### config.mk
export PLATFORM = sky130hd
export DESIGN_NAME = pep_ks_lbxyz_seq
export DESIGN_NICKNAME = d
export VERILOG_FILES = /design/src/rtl/pep_ks_seq_pkg.sv /design/src/rtl/pep_ks_tile_cnt.sv /design/src/rtl/pep_ks_lbxyz_seq.sv
export SDC_FILE = /design/constraint.sdc
export NUM_CORES = 1
export LEC_CHECK = 0
export ABC_AREA = 1
export CORE_MARGIN = 2
export CORE_UTILIZATION = 59
export CTS_CLUSTER_SIZE = 30
export DETAILED_ROUTE_END_ITERATION = 10
export PLACE_DENSITY = 0.82
export SLEW_MARGIN = 20
export SYNTH_ARGS = -nofsm -noshare
export SYNTH_HDL_FRONTEND = slang
export SYNTH_HIERARCHICAL = 1
export SYNTH_SLANG_ARGS = --single-unit
### constraint.sdc
create_clock -name clk -period 9.9 [get_ports clk]
set_input_delay 2.97 -clock clk [delete_from_list [all_inputs] [get_ports clk]]
set_output_delay 2.97 -clock clk [all_outputs]
set_load 0.02 [all_outputs]
### src/rtl/pep_ks_seq_pkg.sv
// Shared widths, tile-word layout and FSM encoding for the key-switch loop sequencer.
// Changing a DEF_* value here re-derives every port and struct width together.
package pep_ks_seq_pkg;

   localparam int DEF_LBX        = 3;
   localparam int DEF_LBY        = 64;
   localparam int DEF_LBZ        = 3;
   localparam int DEF_MAX_LWE_N  = 1024;
   localparam int DEF_MAX_BLWE_K = 2048;
   localparam int DEF_MAX_KS_LVL = 8;

   localparam int XW   = $clog2(DEF_MAX_LWE_N + 1);
   localparam int YW   = $clog2(DEF_MAX_BLWE_K + 1);
   localparam int ZW   = $clog2(DEF_MAX_KS_LVL + 1);
   localparam int XNBW = $clog2(DEF_LBX + 1);
   localparam int YNBW = $clog2(DEF_LBY + 1);
   localparam int ZNBW = $clog2(DEF_LBZ + 1);

   typedef struct packed {
      logic [XW-1:0]   x_pos;
      logic [YW-1:0]   y_pos;
      logic [ZW-1:0]   z_pos;
      logic [XNBW-1:0] x_nb;
      logic [YNBW-1:0] y_nb;
      logic [ZNBW-1:0] z_nb;
      logic            first_yz;
      logic            last_yz;
      logic            last;
   } ks_seq_t;

   typedef enum logic [1:0] {
      ST_IDLE,
      ST_RUN,
      ST_FIN,
      ST_ERR
   } ks_seq_state_e;

endpackage

### src/rtl/pep_ks_tile_cnt.sv
// One tile-loop axis: a registered position advancing by LB and wrapping after the last tile.
// pos/nb/last describe the position about to be registered, so the parent can register the tile word.
module pep_ks_tile_cnt
   import pep_ks_seq_pkg::*;
#(
   parameter int LB = DEF_LBX,
   parameter int W  = XW
) (
   input  logic                       clk,
   input  logic                       s_rst_n,
   input  logic                       clr,
   input  logic                       inc,
   input  logic [W-1:0]               limit,
   output logic [W-1:0]               pos,
   output logic [$clog2(LB+1)-1:0]    nb,
   output logic                       last
);

   localparam int         NBW    = $clog2(LB + 1);
   localparam logic [W:0] LB_EXT = (W + 1)'(LB);

   logic [W-1:0] pos_q;
   logic [W-1:0] pos_d;
   logic [W:0]   curSum;
   logic [W:0]   nxtSum;
   logic [W:0]   remain;
   logic         curLast;

   assign curSum  = {1'b0, pos_q} + LB_EXT;
   assign curLast = (curSum >= {1'b0, limit});

   // Stepping off the last tile returns to 0, which the parent reads as this axis wrapping.
   always_comb begin
      pos_d = pos_q;
      if (clr) begin
         pos_d = '0;
      end else if (inc) begin
         pos_d = curLast ? '0 : curSum[W-1:0];
      end
   end

   always_ff @(posedge clk) begin
      if (!s_rst_n) begin
         pos_q <= '0;
      end else begin
         pos_q <= pos_d;
      end
   end

   assign nxtSum = {1'b0, pos_d} + LB_EXT;
   assign remain = {1'b0, limit} - {1'b0, pos_d};

   assign pos  = pos_d;
   assign last = (nxtSum >= {1'b0, limit});
   assign nb   = (remain >= LB_EXT) ? NBW'(LB) : remain[NBW-1:0];

endmodule

### src/rtl/pep_ks_lbxyz_seq.sv
// Key-switch loop sequencer: walks x (outer), y, z (inner) tiles of a command and
// streams one registered control word per tile; FSM, command latch and output register.
module pep_ks_lbxyz_seq
   import pep_ks_seq_pkg::*;
#(
   parameter int LBX        = DEF_LBX,
   parameter int LBY        = DEF_LBY,
   parameter int LBZ        = DEF_LBZ,
   parameter int MAX_LWE_N  = DEF_MAX_LWE_N,
   parameter int MAX_BLWE_K = DEF_MAX_BLWE_K,
   parameter int MAX_KS_LVL = DEF_MAX_KS_LVL
) (
   input  logic            clk,
   input  logic            s_rst_n,
   input  logic            cmd_vld,
   output logic            cmd_rdy,
   input  logic [XW-1:0]   cmd_lwe_n,
   input  logic [YW-1:0]   cmd_blwe_k,
   input  logic [ZW-1:0]   cmd_ks_lvl,
   output logic            seq_vld,
   input  logic            seq_rdy,
   output logic [XW-1:0]   seq_x_pos,
   output logic [YW-1:0]   seq_y_pos,
   output logic [ZW-1:0]   seq_z_pos,
   output logic [XNBW-1:0] seq_x_nb,
   output logic [YNBW-1:0] seq_y_nb,
   output logic [ZNBW-1:0] seq_z_nb,
   output logic            seq_first_yz,
   output logic            seq_last_yz,
   output logic            seq_last,
   output logic            done,
   output logic            err_zero
);

   ks_seq_state_e state_q;
   ks_seq_state_e state_d;

   logic [XW-1:0] lweN_q;
   logic [YW-1:0] blweK_q;
   logic [ZW-1:0] ksLvl_q;
   logic [XW-1:0] limX;
   logic [YW-1:0] limY;
   logic [ZW-1:0] limZ;

   ks_seq_t seqWord_q;
   ks_seq_t seqWord_d;
   ks_seq_t tileNext;

   logic seqVld_q;
   logic cmdRdy_q;
   logic done_q;
   logic errZero_q;

   logic accept;
   logic step;
   logic zeroDim;
   logic incY;
   logic incX;

   logic [XW-1:0]   xPos;
   logic [YW-1:0]   yPos;
   logic [ZW-1:0]   zPos;
   logic [XNBW-1:0] xNb;
   logic [YNBW-1:0] yNb;
   logic [ZNBW-1:0] zNb;
   logic            xLast;
   logic            yLast;
   logic            zLast;

   assign accept  = cmdRdy_q & cmd_vld;
   assign step    = seqVld_q & seq_rdy;
   assign zeroDim = (cmd_lwe_n == '0) || (cmd_blwe_k == '0) || (cmd_ks_lvl == '0);

   // On the accept cycle the counters must already see the new limits to build tile 0.
   assign limX = accept ? cmd_lwe_n  : lweN_q;
   assign limY = accept ? cmd_blwe_k : blweK_q;
   assign limZ = accept ? cmd_ks_lvl : ksLvl_q;

   always_ff @(posedge clk) begin
      if (!s_rst_n) begin
         lweN_q  <= '0;
         blweK_q <= '0;
         ksLvl_q <= '0;
      end else if (accept) begin
         lweN_q  <= cmd_lwe_n;
         blweK_q <= cmd_blwe_k;
         ksLvl_q <= cmd_ks_lvl;
      end
   end

   // An outer axis advances only when every inner axis has just wrapped to 0.
   assign incY = step & (zPos == '0);
   assign incX = incY & (yPos == '0);

   pep_ks_tile_cnt #(
      .LB (LBZ),
      .W  (ZW)
   ) u_cnt_z (
      .clk     (clk),
      .s_rst_n (s_rst_n),
      .clr     (accept),
      .inc     (step),
      .limit   (limZ),
      .pos     (zPos),
      .nb      (zNb),
      .last    (zLast)
   );

   pep_ks_tile_cnt #(
      .LB (LBY),
      .W  (YW)
   ) u_cnt_y (
      .clk     (clk),
      .s_rst_n (s_rst_n),
      .clr     (accept),
      .inc     (incY),
      .limit   (limY),
      .pos     (yPos),
      .nb      (yNb),
      .last    (yLast)
   );

   pep_ks_tile_cnt #(
      .LB (LBX),
      .W  (XW)
   ) u_cnt_x (
      .clk     (clk),
      .s_rst_n (s_rst_n),
      .clr     (accept),
      .inc     (incX),
      .limit   (limX),
      .pos     (xPos),
      .nb      (xNb),
      .last    (xLast)
   );

   always_comb begin
      tileNext          = '0;
      tileNext.x_pos    = xPos;
      tileNext.y_pos    = yPos;
      tileNext.z_pos    = zPos;
      tileNext.x_nb     = xNb;
      tileNext.y_nb     = yNb;
      tileNext.z_nb     = zNb;
      tileNext.first_yz = (yPos == '0) && (zPos == '0);
      tileNext.last_yz  = yLast & zLast;
      tileNext.last     = xLast & yLast & zLast;
   end

   always_comb begin
      state_d = state_q;
      unique case (state_q)
         ST_IDLE: begin
            if (accept) begin
               state_d = zeroDim ? ST_ERR : ST_RUN;
            end
         end
         ST_RUN: begin
            if (step && seqWord_q.last) begin
               state_d = ST_FIN;
            end
         end
         ST_FIN:  state_d = ST_IDLE;
         ST_ERR:  state_d = ST_IDLE;
         default: state_d = ST_IDLE;
      endcase
   end

   // The word only changes on a handshake or a new command, so it holds through stalls.
   always_comb begin
      seqWord_d = seqWord_q;
      if (state_d != ST_RUN) begin
         seqWord_d = '0;
      end else if (accept || step) begin
         seqWord_d = tileNext;
      end
   end

   always_ff @(posedge clk) begin
      if (!s_rst_n) begin
         state_q <= ST_IDLE;
      end else begin
         state_q <= state_d;
      end
   end

   always_ff @(posedge clk) begin
      if (!s_rst_n) begin
         seqWord_q <= '0;
         seqVld_q  <= 1'b0;
         cmdRdy_q  <= 1'b0;
         done_q    <= 1'b0;
         errZero_q <= 1'b0;
      end else begin
         seqWord_q <= seqWord_d;
         seqVld_q  <= (state_d == ST_RUN);
         cmdRdy_q  <= (state_d == ST_IDLE);
         done_q    <= (state_d == ST_FIN);
         errZero_q <= (state_d == ST_ERR);
      end
   end

   assign cmd_rdy      = cmdRdy_q;
   assign seq_vld      = seqVld_q;
   assign seq_x_pos    = seqWord_q.x_pos;
   assign seq_y_pos    = seqWord_q.y_pos;
   assign seq_z_pos    = seqWord_q.z_pos;
   assign seq_x_nb     = seqWord_q.x_nb;
   assign seq_y_nb     = seqWord_q.y_nb;
   assign seq_z_nb     = seqWord_q.z_nb;
   assign seq_first_yz = seqWord_q.first_yz;
   assign seq_last_yz  = seqWord_q.last_yz;
   assign seq_last     = seqWord_q.last;
   assign done         = done_q;
   assign err_zero     = errZero_q;

   // Dimensions above the configured maxima have no defined hardware behaviour.
   assert property (@(posedge clk) disable iff (!s_rst_n)
      accept |-> ((cmd_lwe_n <= XW'(MAX_LWE_N)) &&
                  (cmd_blwe_k <= YW'(MAX_BLWE_K)) &&
                  (cmd_ks_lvl <= ZW'(MAX_KS_LVL))));

endmodule
==> summary.txt <==
Status
  – Status: finished, final reports clean

Clock tree
  – CTS tree: done
  – Htree depth: 3
  – Clock Root Buffer: clkbuf_16
  – Clock-pin slew on the worst setup and hold paths: 0.07 ns
  – Worst skew pair latency: 0.35 ns
  – CTS sink count: 101
  – Longest Clk Path Bufs: 2
  – Num CTS Buffers: 9

Placed design
  – Routability Congestion: 0.927
  – Post-DP Area: 9230 um2
  – Dpl cells: 1503
  – PortBufs: 75
  – Post-Place Setup Slack: 0.00528 ns
  – Post-DP HPWL: 17100 um

GRT
  – Gr usage total: 0.301
  – Largest net degree at the start of global routing: 43
  – GR Util met3: 0.0479
  – Met2 Usage GRT: 0.477
  – GRT Max-Usage Layer: met2
  – Grt ovf: 0
  – First-pass GRT wire length: 35200 um
  – Vias in the first global route: 7303
  – Initial antenna violation count: 0
  – GR Util met1: 0.407

Synthesis
  – Area leader, netlist: dfxtp_1
  – Synth Cell Area: 8250 um2
  – Ys flop type: dfxtp_1
  – Synth area leaders: dfxtp_1 25%, nand2_1 13%, ha_1 13%
  – Synth async-reset ratio: 0
  – Net count of the mapped netlist: 1374
  – Sequential fraction of the synthesis area: 0.245
  – Syn avg cell area: 6.58 um2
  – Cells after synthesis: 1253
  – Top cell type's share of synthesized area: 0.245
  – Netlist cell types: 52
  – EDFF count, synth: 0
  – Synth Warn #: 6
  – Synth Register Bits: 101

Cells and area
  – Final instance area: 9570 um2
  – Register area: 2020 um2
  – Area growth, synth to finish: 16.0%
  – Fin cells: 1520
  – Layout Nets: 1456
  – Fin util: 0.695
  – Layout cells sized above 1: 0.139
  – Antenna Cells: 0
  – Filler Cells Inserted: 1216
  – Multi-input combinational cell area: 5140 um2

Setup path
  – Startpoint types: primary input
  – Setup crit end kind: flop
  – Worst path required time: 10.12 ns
  – Worst setup path class: in -> reg
  – Max FO, Critical Path: 12
  – Worst path arrival time: 9.49 ns
  – Crit path max-delay cell type: clkdlybuf4s50_1
  – Most used cell, CP: nand2_1
  – Worst stage delay on the critical path: 0.40 ns

Pwr
  – Psw: 0.446 mW
  – PwrDens: 129 nW/um2
  – Pleak: 4.82 nW
  – Net Sw Frac: 0.362
  – Comb power frac: 0.360
  – Clk pwr share: 0.295
  – Seq pwr share: 0.345
  – Worst ir drop on vdd: 89.0 uV
  – P_int: 0.787 mW

Job
  – Max Cap Viol: 0

STA
  – Worst Skew: 0.00295 ns
  – Worst Tran Pin Value: 0.933 ns
  – Peak Freq: 0.108 GHz
  – Post-layout min period: 9.26 ns
  – Final-report max-slew violation count: 0
  – Setup-failing EPs final: 0
  – Final Hold Vio Count: 0
  – Final WS setup: 0.638 ns
  – Final period utilization: 0.936
  – Headroom to the max-slew limit: 0.377

Die
  – Full die area: 14900 um2
  – IO Pins: 76
  – Row count: 43
  – Initial Util: 0.599
  – Die W: 122 um
  – Core area: 13800 um2
  – Die Y: 122 um

Drt
  – Vias/cell: 5.22
  – Post-Route WL: 21800 um
  – Routed Antenna Nets: 0
  – Remaining DRCs: 0
  – DRT Pass-1 Iters: 5
  – Wirelength per Cell: 14.4 um
  – DRT iter0 DRCs: 705
  – Vias: 7939

Min path
  – Type of the tightest min-delay check: reg -> reg
state kept, by name, summed over array words and instances (netlist names), 2 cells and up:
register	flops
seq_z_nb	2
u_cnt_z/pos_q	4
seq_z_pos	4
u_cnt_y/pos_q	12
state_q	2
blweK_q	12
seq_x_pos	11
seq_x_nb	2
seq_y_nb	7
seq_y_pos	12
u_cnt_x/pos_q	11
lweN_q	11
ksLvl_q	4
cells by family after synthesis:
kind of cell / after synthesis / share of synthesized area
adder cells (fa/ha/maj): 90 / 0.139
AO/OA/AOI/OAI: 122 / 0.0911
flip-flops: 101 / 0.245
buffers and inverters: 281 / 0.135
XOR/XNOR: 32 / 0.0340
AND/OR/NAND/NOR: 627 / 0.355
area by class of cell:
| cell class | count | share of cell area |
|---|---|---|
| clock buffers | 11 | 0.0254 |
| clock inverters | 5 | 0.00628 |
| inverters | 256 | 0.101 |
| multi-input cells | 871 | 0.537 |
| flip-flops and latches | 101 | 0.211 |
| well taps | 180 | 0.0235 |
| repair buffers | 96 | 0.0953 |
metal layers:
| metal | vias up | part of all wire |
|---|---|---|
| li1 | 3999 | - |
| met1 | 3573 | 0.44 |
| met2 | 310 | 0.45 |
| met3 | 57 | 0.075 |
| met4 | 0 | 0.035 |
| met5 | - | 0 |
power groups by stage:
| stage | Sequential, mW | Clock [mW] | Combinational, mW |
|---|---|---|---|
| after floorplan | 0.436 | 0 | 0.322 |
| after global placement | 0.434 | 0 | 0.422 |
| after detailed placement | 0.435 | 0 | 0.429 |
| after CTS | 0.426 | 0.365 | 0.434 |
| after global routing | 0.427 | 0.381 | 0.500 |
| final | 0.426 | 0.363 | 0.444 |
cell usage after synthesis (2+ instances only):
cell type / count
nand3_2: 8
a21o_1: 3
inv_1: 241
nand2_1: 291
a21boi_0: 3
nand2_2: 20
nor3_1: 8
nand4_1: 10
o21ai_2: 3
buf_6: 5
o21a_1: 2
nor2_1: 146
nand3_1: 46
o21ai_0: 45
clkbuf_1: 7
a31oi_1: 5
nor3_2: 8
a21oi_2: 5
xnor2_1: 7
buf_2: 11
xor2_1: 25
nor2_4: 9
clkinv_1: 2
o22ai_1: 3
nor2_2: 35
nand2_4: 3
fa_1: 3
o21ai_1: 6
dfxtp_1: 101
o21bai_1: 4
nand3_4: 2
inv_2: 12
or2_2: 30
nand3b_1: 3
o21bai_4: 2
nand4_2: 2
a21oi_4: 2
a21oi_1: 34
buf_4: 2
ha_1: 87
cell usage in the layout, fill, tap and decap left out, drive strengths merged, types with 3 or more instances in the layout:
cell           netlist  routed
a21boi               4       4
buf                 18      21
nand4               12      12
nand2              314     314
clkbuf               7      11
a21oi               41      41
nor3                17      17
o21a                 3       3
ha                  87      87
clkdlybuf4s50        0      75
o21ai               54      54
o21bai               6       6
a21o                 3       3
nand3               56      56
xnor2                7       7
o22ai                3       3
xor2                25      25
nor2               190     190
fa                   3       3
dfxtp              101     101
or2                 31      31
a31oi                5       5
inv                254     255
nand3b               3       3
clkinv               2       4
path summary, 6_finish.rpt:
check                             end  cells past startpoint                      from  slack, ns
min          seq_y_nb[0]$_SDFFE_PP0P_                      4  seq_y_nb[0]$_SDFFE_PP0P_       0.52
max             seq_last$_SDFFE_PP0P_                     52                   cmd_vld       0.64
max reg2reg     seq_last$_SDFFE_PP0P_                     51        cmd_rdy$_SDFF_PN0_       3.33
min reg2reg  seq_y_nb[0]$_SDFFE_PP0P_                      4  seq_y_nb[0]$_SDFFE_PP0P_       0.52
repair_timing:
| action | 4_1_cts | 5_1_grt |
|---|---|---|
| buffers inserted | 0 | 1 |
| hold buffers | 0 | 0 |
| setup endpoints to repair | 0 | 3 |
| resized for setup | 0 | 10 |
through the flow:
step | hold slack (ns) | setup TNS, ns | power (mW)
6_report | 0.525 | 0 | 1.23
5_1_grt | 0.557 | -0.00170 | 1.31
4_1_cts | 0.527 | 0 | 1.23
3_5_place_dp | 0.516 | 0 | 0.864
3_3_place_gp | 0.511 | 0 | 0.856
2_1_floorplan | 0.530 | 0 | 0.758
worst max-delay path: cells and delay by family:
| family | cells | cell delay (ns) |
|---|---|---|
| compound gates | 7 | 1.03 |
| fa+ha+maj | 3 | 0.80 |
| xor+xnor | 1 | 0.15 |
| simple gates | 28 | 2.90 |
| buf+inv | 13 | 1.61 |
(Power assumes the default switching activity.)
